===== src/rtl/fp16_mul_arbiter.sv =====
// Two-requester arbiter in front of one shared fp16 multiplier, with credit-limited per-requester result FIFOs.
// Define FP16_ARB_FIXED_PRIO_EN to give requester 0 fixed priority instead of round-robin.
module fp16_mul_arbiter #(
  parameter int LAT   = 1,
  parameter int DEPTH = 4
) (
  input  logic        CLK,
  input  logic        RESETn,
  input  logic        req0_valid,
  input  logic        req1_valid,
  output logic        req0_ready,
  output logic        req1_ready,
  input  logic [15:0] req0_a,
  input  logic [15:0] req0_b,
  input  logic [15:0] req1_a,
  input  logic [15:0] req1_b,
  output logic        res0_valid,
  output logic        res1_valid,
  input  logic        res0_ready,
  input  logic        res1_ready,
  output logic [15:0] res0_data,
  output logic [15:0] res1_data,
  output logic [15:0] mul_a,
  output logic [15:0] mul_b,
  input  logic [15:0] mul_prod
);
  localparam int CW = $clog2(DEPTH + 1);
  localparam int AW = (DEPTH > 1) ? $clog2(DEPTH) : 1;

  logic [1:0]    w_elig;
  logic [1:0]    w_gnt;
  logic [1:0]    w_hs;
  logic [1:0]    w_push;
  logic [1:0]    w_pop;
  logic [1:0]    w_resReady;
  logic [CW-1:0] r_credit [2];
  logic [CW-1:0] r_cnt [2];
  logic [AW-1:0] r_wr [2];
  logic [AW-1:0] r_rd [2];
  logic [15:0]   r_mem [2][DEPTH];
  logic [LAT:0]  r_tagV;
  logic [LAT:0]  r_tagId;
  logic [15:0]   r_mulA;
  logic [15:0]   r_mulB;

  // Credits count buffered plus in-flight products, so a push can never find its FIFO full.
  assign w_elig[0] = req0_valid & (r_credit[0] < CW'(DEPTH));
  assign w_elig[1] = req1_valid & (r_credit[1] < CW'(DEPTH));

`ifdef FP16_ARB_FIXED_PRIO_EN
  assign w_gnt[0] = w_elig[0];
  assign w_gnt[1] = w_elig[1] & ~w_elig[0];
`else
  logic r_last;

  assign w_gnt[0] = w_elig[0] & (~w_elig[1] | r_last);
  assign w_gnt[1] = w_elig[1] & (~w_elig[0] | ~r_last);

  always_ff @(posedge CLK or negedge RESETn) begin
    if (!RESETn) begin
      r_last <= 1'b1;
    end else if (|w_hs) begin
      r_last <= w_hs[1];
    end
  end
`endif

  assign req0_ready = RESETn & w_gnt[0];
  assign req1_ready = RESETn & w_gnt[1];
  assign w_hs       = {req1_ready, req0_ready};
  assign w_resReady = {res1_ready, res0_ready};

  // Tag stage 0 sits beside the operand registers; stage LAT lines up with a valid mul_prod.
  always_ff @(posedge CLK or negedge RESETn) begin
    if (!RESETn) begin
      r_tagV  <= '0;
      r_tagId <= '0;
      r_mulA  <= 16'h0000;
      r_mulB  <= 16'h0000;
    end else begin
      r_tagV  <= {r_tagV[LAT-1:0], |w_hs};
      r_tagId <= {r_tagId[LAT-1:0], w_hs[1]};
      if (w_hs[0]) begin
        r_mulA <= req0_a;
        r_mulB <= req0_b;
      end else if (w_hs[1]) begin
        r_mulA <= req1_a;
        r_mulB <= req1_b;
      end
    end
  end

  assign mul_a     = r_mulA;
  assign mul_b     = r_mulB;
  assign w_push[0] = r_tagV[LAT] & ~r_tagId[LAT];
  assign w_push[1] = r_tagV[LAT] & r_tagId[LAT];
  assign w_pop[0]  = (r_cnt[0] != '0) & w_resReady[0];
  assign w_pop[1]  = (r_cnt[1] != '0) & w_resReady[1];

  always_ff @(posedge CLK or negedge RESETn) begin
    if (!RESETn) begin
      for (int i = 0; i < 2; i++) begin
        r_credit[i] <= '0;
        r_cnt[i]    <= '0;
        r_wr[i]     <= '0;
        r_rd[i]     <= '0;
      end
    end else begin
      for (int i = 0; i < 2; i++) begin
        if (w_hs[i] && !w_pop[i]) begin
          r_credit[i] <= r_credit[i] + CW'(1);
        end else if (!w_hs[i] && w_pop[i]) begin
          r_credit[i] <= r_credit[i] - CW'(1);
        end
        if (w_push[i] && !w_pop[i]) begin
          r_cnt[i] <= r_cnt[i] + CW'(1);
        end else if (!w_push[i] && w_pop[i]) begin
          r_cnt[i] <= r_cnt[i] - CW'(1);
        end
        if (w_push[i]) begin
          r_wr[i] <= (r_wr[i] == AW'(DEPTH - 1)) ? '0 : r_wr[i] + AW'(1);
        end
        if (w_pop[i]) begin
          r_rd[i] <= (r_rd[i] == AW'(DEPTH - 1)) ? '0 : r_rd[i] + AW'(1);
        end
      end
    end
  end

  always_ff @(posedge CLK) begin
    for (int i = 0; i < 2; i++) begin
      if (w_push[i]) begin
        r_mem[i][r_wr[i]] <= mul_prod;
      end
    end
  end

  // Data is forced to zero whenever the head is empty so reset and idle outputs are deterministic.
  assign res0_valid = (r_cnt[0] != '0);
  assign res1_valid = (r_cnt[1] != '0);
  assign res0_data  = res0_valid ? r_mem[0][r_rd[0]] : 16'h0000;
  assign res1_data  = res1_valid ? r_mem[1][r_rd[1]] : 16'h0000;

endmodule

===== config.mk =====
export PLATFORM = sky130hd
export DESIGN_NAME = fp16_mul_arbiter
export DESIGN_NICKNAME = d
export VERILOG_FILES = /design/src/rtl/fp16_mul_arbiter.sv
export SDC_FILE = /design/constraint.sdc
export NUM_CORES = 1
export LEC_CHECK = 0
export BUFFER_PORTS_ARGS = -buffer_cell sky130_fd_sc_hd__buf_4
export CORE_AREA = 2 2 186 188
export DETAILED_ROUTE_END_ITERATION = 8
export DIE_AREA = 0 0 188 190
export SYNTH_ARGS = -nofsm -noshare
export SYNTH_HDL_FRONTEND = slang
export SYNTH_SLANG_ARGS = --single-unit

===== constraint.sdc =====
create_clock -name CLK -period 3.1 [get_ports CLK]
set_clock_uncertainty 0.05 [all_clocks]
set_input_delay 0.155 -clock CLK [delete_from_list [all_inputs] [get_ports CLK]]
set_output_delay 0.155 -clock CLK [all_outputs]
set_load 0.02 [all_outputs]

==> results of run 1 <==
[area by class of cell]
cell class	count	area, um^2
flip-flops and latches	185	5270
clock buffers	17	425
inverters	11	41.3
fillers	3315	22800
repair buffers	222	1800
multi-input cells	266	2800
well taps	455	569
clock inverters	15	204
[kinds of logic (layout without fill, tap and decap cells)]
| logic type | Yosys count | after routing | synth area share [%] |
|---|---|---|---|
| fa+ha+maj | 18 | 18 | 3.06 |
| simple gates | 98 | 98 | 8.39 |
| mux | 40 | 40 | 9.73 |
| flops | 185 | 185 | 63.2 |
| xor+xnor | 12 | 12 | 1.26 |
| buf+inv | 54 | 265 | 3.26 |
| compound gates | 98 | 98 | 11.1 |
[what timing repair did]
item,4_1_cts,5_1_grt
hold buffers,48,0
endpoints found under the setup margin,0,0
endpoints found under the hold margin,190,0
gates resized for setup,0,0
[flip-flops by register name, indices dropped and copies added, names as in the netlist]
| signal | count |
|---|---|
| r_wr | 4 |
| r_credit | 6 |
| r_tagId | 2 |
| r_cnt | 6 |
| r_rd | 4 |
| mul_b | 16 |
| r_mem | 128 |
| r_tagV | 2 |
| mul_a | 16 |
| r_last | 1 |
[report_power, final]
part | switching (mW) | internal, mW
clock network | 1.14 | 1.12
registers | 0.415 | 3.13
logic | 2.01 | 1.95
total | 3.56 | 6.20
[per-layer routing]
metal | global-route usage, % | vias to the layer above | wire, um
li1 | - | 2393 | -
met1 | 15.4 | 2611 | 8970
met2 | 18.6 | 194 | 9540
met3 | 3.73 | 12 | 1520
met4 | 2.63 | 0 | 159
met5 | 0 | - | 0
[per-stage QoR]
step	utilization [%]	hold slack, ns	instance area [um^2]
final	32.7	0.0340	11100
after global routing	32.7	0.0210	11100
after CTS	32.7	0.00946	11100
after detailed placement	29.5	0.222	10000
after global placement	29.5	0.218	10000
after floorplan	-	-0.191	8340
[cells in the mapped netlist (2+ instances only)]
cell type	n	area [um^2]
a221oi_2	30	450
a2bb2oi_1	30	263
and2_1	36	225
and3_1	4	25.0
and4b_1	30	300
buf_1	3	11.3
buf_2	13	65.1
buf_6	7	78.8
clkbuf_1	20	75.1
dfrtp_1	56	1400
edfxtp_1	128	3840
fa_1	4	80.1
ha_1	14	175
inv_1	10	37.5
mux2_1	4	45.0
mux2_2	4	45.0
mux4_2	32	721
nand2_1	7	26.3
nand2b_1	2	12.5
nor2_1	8	30.0
nor2b_1	2	12.5
o21ai_0	34	170
o221a_1	2	22.5
or3_1	5	31.3
xnor2_1	4	35.0
xor2_1	8	70.1
[critical path: cells and delay by family, from the launching register on]
family | cells | cell delay (ns)
and+or+nand+nor | 1 | 0.20
buffers and inverters | 2 | 0.40
DFF | 1 | 0.72
muxes | 1 | 0.51
[worst min path at each step]
stage	start	endpoint	slack, ns	cells after the start
finish	req0_a[15]	mul_a[15]$_DFFE_PN0P_	0.03	3
detailed placement	RESETn	mul_a[5]$_DFFE_PN0P_	0.22	2
CTS	req0_a[15]	mul_a[15]$_DFFE_PN0P_	0.009	3
floorplan	RESETn	mul_a[0]$_DFFE_PN0P_	-0.19	0
global route	req0_a[15]	mul_a[15]$_DFFE_PN0P_	0.02	3
global placement	RESETn	mul_a[5]$_DFFE_PN0P_	0.22	2
==> results.sh, run 1 <==
export IMPL_p_per_area_nw_per_um2=879
export IMPL_r2r_setup_slack_ns=0.71
export IMPL_p_leak_nw=4.21
export IMPL_drtPass1Iterations=5
export IMPL_final_common_cell="buf_4"
export IMPL_layout_nets=807
export IMPL_clk_latency_ns=0.43
export IMPL_fin_tns_setup_ns=0
export IMPL_syn_to_final_growth_pct=33.3
export IMPL_antenna_found_initial=0
export IMPL_synthCells=505
export IMPL_die_w_um=188
export IMPL_drv_slew=0
export IMPL_clkTransAtPathRegs_ns=0.08
export IMPL_wl_per_cell_um=17.2
export IMPL_fin_crit_sh_pct=79.4
export IMPL_r2r_cells=9
export IMPL_setup_viol=0
export IMPL_hold_viol=0
export IMPL_setup_ws_ns=0.638
export IMPL_cp_cell_sequence="buf_12 -> mux4_2 -> and2_1 -> buf_4"
export IMPL_peakVddDrop_v=0.000428
export IMPL_cts_tree="done"
export IMPL_endpoint_kind="output port"
export IMPL_root_buffer="clkbuf_16"
export IMPL_hp_class="primary input to flip-flop"
export IMPL_drive_gt1_share_pct=39.0
export IMPL_dp_cells=1091
export IMPL_fmax_ghz=0.406
export IMPL_async_flop_share_pct=30.8
export IMPL_yosys_cell_types_count=34
export IMPL_ant_nets=0
export IMPL_p_total_mw=9.77
export IMPL_synthFlopType="edfxtp_1"
export IMPL_pre_cts_ws_ns=0.697
export IMPL_num_rows=68
export IMPL_antenna_cells=0
export IMPL_netlist_area_um2=8340
export IMPL_slowest_stage="dfrtp_1"
export IMPL_grt_total_usage_pct=11.6
export IMPL_drt_initial_drc_count=298
export IMPL_post_cts_setup_buffers=0
export IMPL_grt_setup_unrepaired="no"
export IMPL_critPathArrivalTime_ns=2.26
export IMPL_layout_cells_non_filler=1171
export IMPL_r2r_start="r_cnt[0]$_DFFE_PN0P_"
export IMPL_synth_edff_count=128
export IMPL_place_congestion=0.699
export IMPL_fin_crit_ns=2.46
export IMPL_endpoint="res0_data[11]"
export IMPL_slowest_delay_ns=0.72
export IMPL_numCtsBuffers=17
export IMPL_rr_endpoint="r_cnt[2]$_DFFE_PN0P_"
export IMPL_die_height_um=190
export IMPL_crit_required_ns=2.89
export IMPL_ioPinCount=154
export IMPL_path_max_fanout=12
export IMPL_ys_ff_latch=185
export IMPL_place_hpwl_um=13200
export IMPL_wirelength_um=20200
export IMPL_overflow=0
export IMPL_vias_per_cell=4.45
export IMPL_status="finished clean"
export IMPL_postSynthNetCount=609
export IMPL_die_area_um2=35700
export IMPL_clockBufferDepth=2
export IMPL_syn_avg_cell_area_um2=16.5
export IMPL_slew_headroom_pct=36.1
export IMPL_h_tree_depth=4
export IMPL_cp_startpoint="r_rd[2]$_DFFE_PN0P_"
export IMPL_placeableCoreArea_um2=33900
export IMPL_start_util_pct=24.6
export IMPL_ys_seq_area_share_pct=63.2
export IMPL_startpoint_type="flip-flop"
export IMPL_drc=0
export IMPL_worst_slew_pin_slew_ns=0.958
export IMPL_grt_pass1_wl_um=32200
export IMPL_yosysWarnings=0
export IMPL_final_cell_mix="buf_4, edfxtp_1, dfrtp_1"
export IMPL_path_class="flip-flop to output port"
export IMPL_port_buffers=153
export IMPL_grt_pass1_vias=5573
export IMPL_cap_viol_max_count=0
export IMPL_num_vias=5210
export IMPL_cts_sinks=185
export IMPL_grt_max_degree=54
(Power assumes the default switching activity.)
==> inputs of run 2 (changes only) <==
Clock period 3.1 ns to 2 ns, I/O delays scaled along.
==> run 2 against run 1 <==
Combinational power rose by 95%; first-iteration DRC count rose by 7.0%; worst hold slack improved by 0.041 ns; sequential power rose by 51%; sequential cell count did not move; routed wire length rose by 3.3%; largest cell class unchanged; critical endpoint is now res0_data[14]; core utilization rose by 2.0 points.
==> results.sh, run 2 (synthesized netlist as in run 1, its figures left out) <==
export IMPL_start_util_pct=24.6
export IMPL_port_buffers=153
export IMPL_largest_reg_flops=128
export IMPL_num_vias=5441
export IMPL_place_congestion=0.718
export IMPL_hp_class="primary input to flip-flop"
export IMPL_syn_to_final_growth_pct=41.3
export IMPL_cts_tree="done"
export IMPL_drv_slew=0
export IMPL_r2r_start="r_cnt[3]$_DFFE_PN0P_"
export IMPL_overflow=0
export IMPL_placeableCoreArea_um2=33900
export IMPL_wl_per_cell_um=17.4
export IMPL_grt_max_degree=63
export IMPL_critPathArrivalTime_ns=1.82
export IMPL_crit_required_ns=1.85
export IMPL_grt_pass1_vias=5614
export IMPL_drc=0
export IMPL_fmax_ghz=0.506
export IMPL_cap_viol_max_count=0
export IMPL_ant_nets=0
export IMPL_antenna_cells=0
export IMPL_drt_initial_drc_count=319
export IMPL_cts_sinks=185
export IMPL_hold_viol=0
export IMPL_fin_crit_ns=1.97
export IMPL_grt_total_usage_pct=11.8
export IMPL_numCtsBuffers=17
export IMPL_p_leak_nw=4.52
export IMPL_place_hpwl_um=12900
export IMPL_vias_per_cell=4.53
export IMPL_status="finished clean"
export IMPL_setup_viol=0
export IMPL_dp_cells=1109
export IMPL_drive_gt1_share_pct=47.8
export IMPL_cp_startpoint="r_rd[2]$_DFFE_PN0P_"
export IMPL_path_class="flip-flop to output port"
export IMPL_p_per_area_nw_per_um2=1400
export IMPL_worst_slew_pin_slew_ns=0.684
export IMPL_layout_cells_non_filler=1202
export IMPL_final_common_cell="buf_4"
export IMPL_slew_headroom_pct=54.4
export IMPL_grt_setup_unrepaired="yes"
export IMPL_die_height_um=190
export IMPL_final_cell_mix="buf_4, edfxtp_1, dfrtp_1"
export IMPL_endpoint_kind="output port"
export IMPL_clockBufferDepth=2
export IMPL_ioPinCount=154
export IMPL_h_tree_depth=4
export IMPL_r2r_setup_slack_ns=0.05
export IMPL_die_w_um=188
export IMPL_holdWs_ns=0.0747
export IMPL_fin_crit_sh_pct=98.7
export IMPL_die_area_um2=35700
export IMPL_antenna_found_initial=0
export IMPL_wirelength_um=20900
export IMPL_num_rows=68
export IMPL_path_max_fanout=17
export IMPL_startpoint_type="flip-flop"
export IMPL_peakVddDrop_v=0.000665
export IMPL_drtPass1Iterations=5
export IMPL_root_buffer="clkbuf_16"
export IMPL_clkTransAtPathRegs_ns=0.08
export IMPL_min_from="res0_ready"
export IMPL_clk_latency_ns=0.42
export IMPL_layout_nets=838
export IMPL_grt_pass1_wl_um=32700
==> run 2: cell count changes in the layout (fill, tap and decap cells not counted), sizes merged <==
cell | before | now
buf | 174 | 200
clkbuf | 17 | 18
dlygate4sd3 | 48 | 52
==> run 2: what timing repair did <==
action,4_1_cts,5_1_grt
resized for setup,61,10
hold endpoints to repair,197,0
setup endpoints to repair,36,37
hold buffers,52,0
gates cloned,0,1
pin swaps,0,14
setup buffers,1,7
==> run 2: critical path, stage by stage, from the launching register on <==
cell	delay, ns
dfrtp_1	0.37
buf_12	0.20
mux4_2	0.52
and2_4	0.18
buf_6	0.12
==> run 2: worst paths after layout <==
kind                                   endpoint  cells after the start
setup / recovery                  res0_data[14]                      4
hold / removal             r_cnt[3]$_DFFE_PN0P_                      4
setup reg to reg           r_cnt[5]$_DFFE_PN0P_                      8
hold reg to reg            r_tagId[1]$_DFF_PN0_                      0
max in group asynchronous    r_last$_DFFE_PN1P_                      4
min in group asynchronous  mul_a[2]$_DFFE_PN0P_                      3
==> run 2: final cells by class <==
type,instances,area [um^2]
Inverter,11,41.3
Clock buffer,17,425
Clock inverter,15,188
Fill cell,3215,22200
Timing Repair Buffer,253,2280
Sequential cell,185,5270
Multi-Input combinational cell,266,3000
Tap cell,455,569
==> run 2: power breakdown <==
group          internal [mW]  total, mW  switching (mW)
Combinational           4.13       7.72            3.59
Sequential              4.86       5.33           0.471
Clock                   1.73       3.48            1.76
==> run 2: layer usage <==
layer / GRT usage [%] / up-vias / wire length [um]
met4: 2.63 / 0 / 136
met3: 2.91 / 8 / 1280
li1: - / 2468 / -
met2: 19.1 / 193 / 10300
met1: 15.9 / 2772 / 9200
met5: 0 / - / 0
==> run 2: per-stage QoR <==
step                      instance area [um^2]  power (mW)  utilization [%]  setup TNS (ns)  worst slack (ns)
after floorplan                           8480        9.61                -          -0.108           -0.0592
after global placement                   10300        12.1             30.5               0            0.0245
after detailed placement                 10300        12.2             30.5          -0.122           -0.0442
after CTS                                11700        16.6             34.4          -0.265           -0.0409
after global routing                     11800        17.4             34.7          -0.928           -0.0664
final                                    11800        16.5             34.7               0            0.0251
==> inputs of run 3 (changes only) <==
Clock period 2 ns to 2.1 ns, I/O delays scaled along.
==> run 3 against run 2 <==
Sequential cell count stayed put; sequential share of layout area is 0.83 points higher; critical path depth stayed put; clock-buffer cell count is 2 higher; non-clock buffer count is 1 lower.
==> results.sh, run 3 (synthesized netlist as in run 1, its figures left out) <==
export IMPL_largest_reg_flops=128
export IMPL_ioPinCount=154
export IMPL_path_max_fanout=6
export IMPL_final_common_cell="buf_4"
export IMPL_ant_nets=0
export IMPL_cts_tree="done"
export IMPL_wl_per_cell_um=17.7
export IMPL_start_util_pct=24.6
export IMPL_peakVddDrop_v=0.000650
export IMPL_worst_slew_pin_slew_ns=0.580
export IMPL_place_hpwl_um=13400
export IMPL_grt_setup_unrepaired="yes"
export IMPL_syn_to_final_growth_pct=38.8
export IMPL_die_area_um2=35700
export IMPL_drc=0
export IMPL_hold_viol=0
export IMPL_cp_startpoint="r_rd[0]$_DFFE_PN0P_"
export IMPL_final_cell_mix="buf_4, edfxtp_1, dfrtp_1"
export IMPL_slowest_stage="mux4_2"
export IMPL_clkTransAtPathRegs_ns=0.07
export IMPL_grt_pass1_vias=5628
export IMPL_antenna_cells=0
export IMPL_fin_crit_sh_pct=97.1
export IMPL_die_height_um=190
export IMPL_num_rows=68
export IMPL_r2r_start="r_cnt[3]$_DFFE_PN0P_"
export IMPL_r2r_cells=8
export IMPL_clockBufferDepth=2
export IMPL_place_congestion=0.742
export IMPL_pre_cts_ws_ns=0.0538
export IMPL_cp_cell_sequence="buf_12 -> mux4_2 -> and2_4 -> buf_4"
export IMPL_layout_nets=837
export IMPL_startpoint_type="flip-flop"
export IMPL_endpoint_kind="output port"
export IMPL_drt_initial_drc_count=220
export IMPL_status="finished clean"
export IMPL_slowest_delay_ns=0.50
export IMPL_setup_viol=0
export IMPL_num_vias=5293
export IMPL_grt_pass1_wl_um=32800
export IMPL_h_tree_depth=4
export IMPL_clk_latency_ns=0.43
export IMPL_p_leak_nw=4.42
export IMPL_path_class="flip-flop to output port"
export IMPL_p_per_area_nw_per_um2=1310
export IMPL_overflow=0
export IMPL_fillers=3301
export IMPL_numCtsBuffers=17
export IMPL_grt_total_usage_pct=12.0
export IMPL_placeableCoreArea_um2=33900
export IMPL_drtPass1Iterations=4
export IMPL_root_buffer="clkbuf_16"
export IMPL_crit_required_ns=1.95
export IMPL_die_w_um=188
export IMPL_cap_viol_max_count=0
export IMPL_critPathArrivalTime_ns=1.88
export IMPL_min_from="res0_ready"
export IMPL_grt_max_degree=85
export IMPL_drive_gt1_share_pct=44.4
export IMPL_setup_ws_ns=0.0608
export IMPL_final_util_pct=34.1
export IMPL_hp_class="primary input to flip-flop"
export IMPL_fmax_ghz=0.490
export IMPL_port_buffers=153
export IMPL_wirelength_um=21300
export IMPL_slew_headroom_pct=61.4
export IMPL_drv_slew=0
export IMPL_fin_crit_ns=2.04
export IMPL_cts_sinks=185
export IMPL_antenna_found_initial=0
export IMPL_min_path_cells=4
export IMPL_vias_per_cell=4.41
[run 3: critical path, delay by kind of cell (launching register included)]
family                 cells  cell delay [ns]
multiplexers               1             0.50
AND/OR/NAND/NOR            1             0.18
buffers and inverters      2             0.31
flip-flops                 1             0.46
[run 3: through the flow]
stage | TNS (ns) | instances | hold slack, ns | total power [mW] | cell area (um^2)
6_report | 0 | 1201 | 0.0934 | 15.2 | 11600
5_1_grt | -0.0232 | 1201 | 0.0850 | 16.1 | 11600
4_1_cts | 0 | 1195 | 0.0950 | 14.9 | 11300
3_5_place_dp | 0 | 1111 | -0.116 | 11.5 | 10200
3_3_place_gp | 0 | 1111 | -0.117 | 11.4 | 10200
2_1_floorplan | -0.0376 | 505 | -0.241 | 9.02 | 8380
[run 3: worst paths after layout]
| path | to | slack (ns) |
|---|---|---|
| max reg2reg | r_credit[5]$_DFFE_PN0P_ | 0.09 |
| max | res1_data[13] | 0.06 |
| min reg2reg | r_tagId[1]$_DFF_PN0_ | 0.31 |
| max in group asynchronous | r_credit[5]$_DFFE_PN0P_ | 1.22 |
| min in group asynchronous | r_credit[0]$_DFFE_PN0P_ | 0.24 |
| min | r_credit[3]$_DFFE_PN0P_ | 0.09 |
[run 3: report_power, final]
group          switching [mW]  leakage, nW  internal, mW
Sequential              0.433         1.81          4.63
Clock                    1.54        0.283          1.70
Combinational            3.35         2.33          3.54
[run 3: per-layer routing]
metal	part of all wire (%)	wire length, um	up-vias	GRT usage [%]
li1	-	-	2455	-
met1	46	9700	2660	15.7
met2	47	10100	174	19.4
met3	6.6	1400	4	3.78
met4	0.36	76	0	2.67
met5	0	0	-	0
[run 3: cell type report]
class	count	area (um^2)	share of cell area [%]
sequential	185	5270	45.6
multi-input combinational	266	2930	25.3
timing repair buffer	252	2160	18.7
tap	455	569	4.92
clock buffer	19	433	3.74
clock inverter	13	160	1.38
inverter	11	41.3	0.357
[run 3: what timing repair did]
action	CTS	global route
setup endpoints to repair	12	26
hold endpoints to repair	216	0
gates resized for setup	1	41
gates cloned	0	2
pin swaps	0	10
setup buffers	0	4
hold buffers	52	0
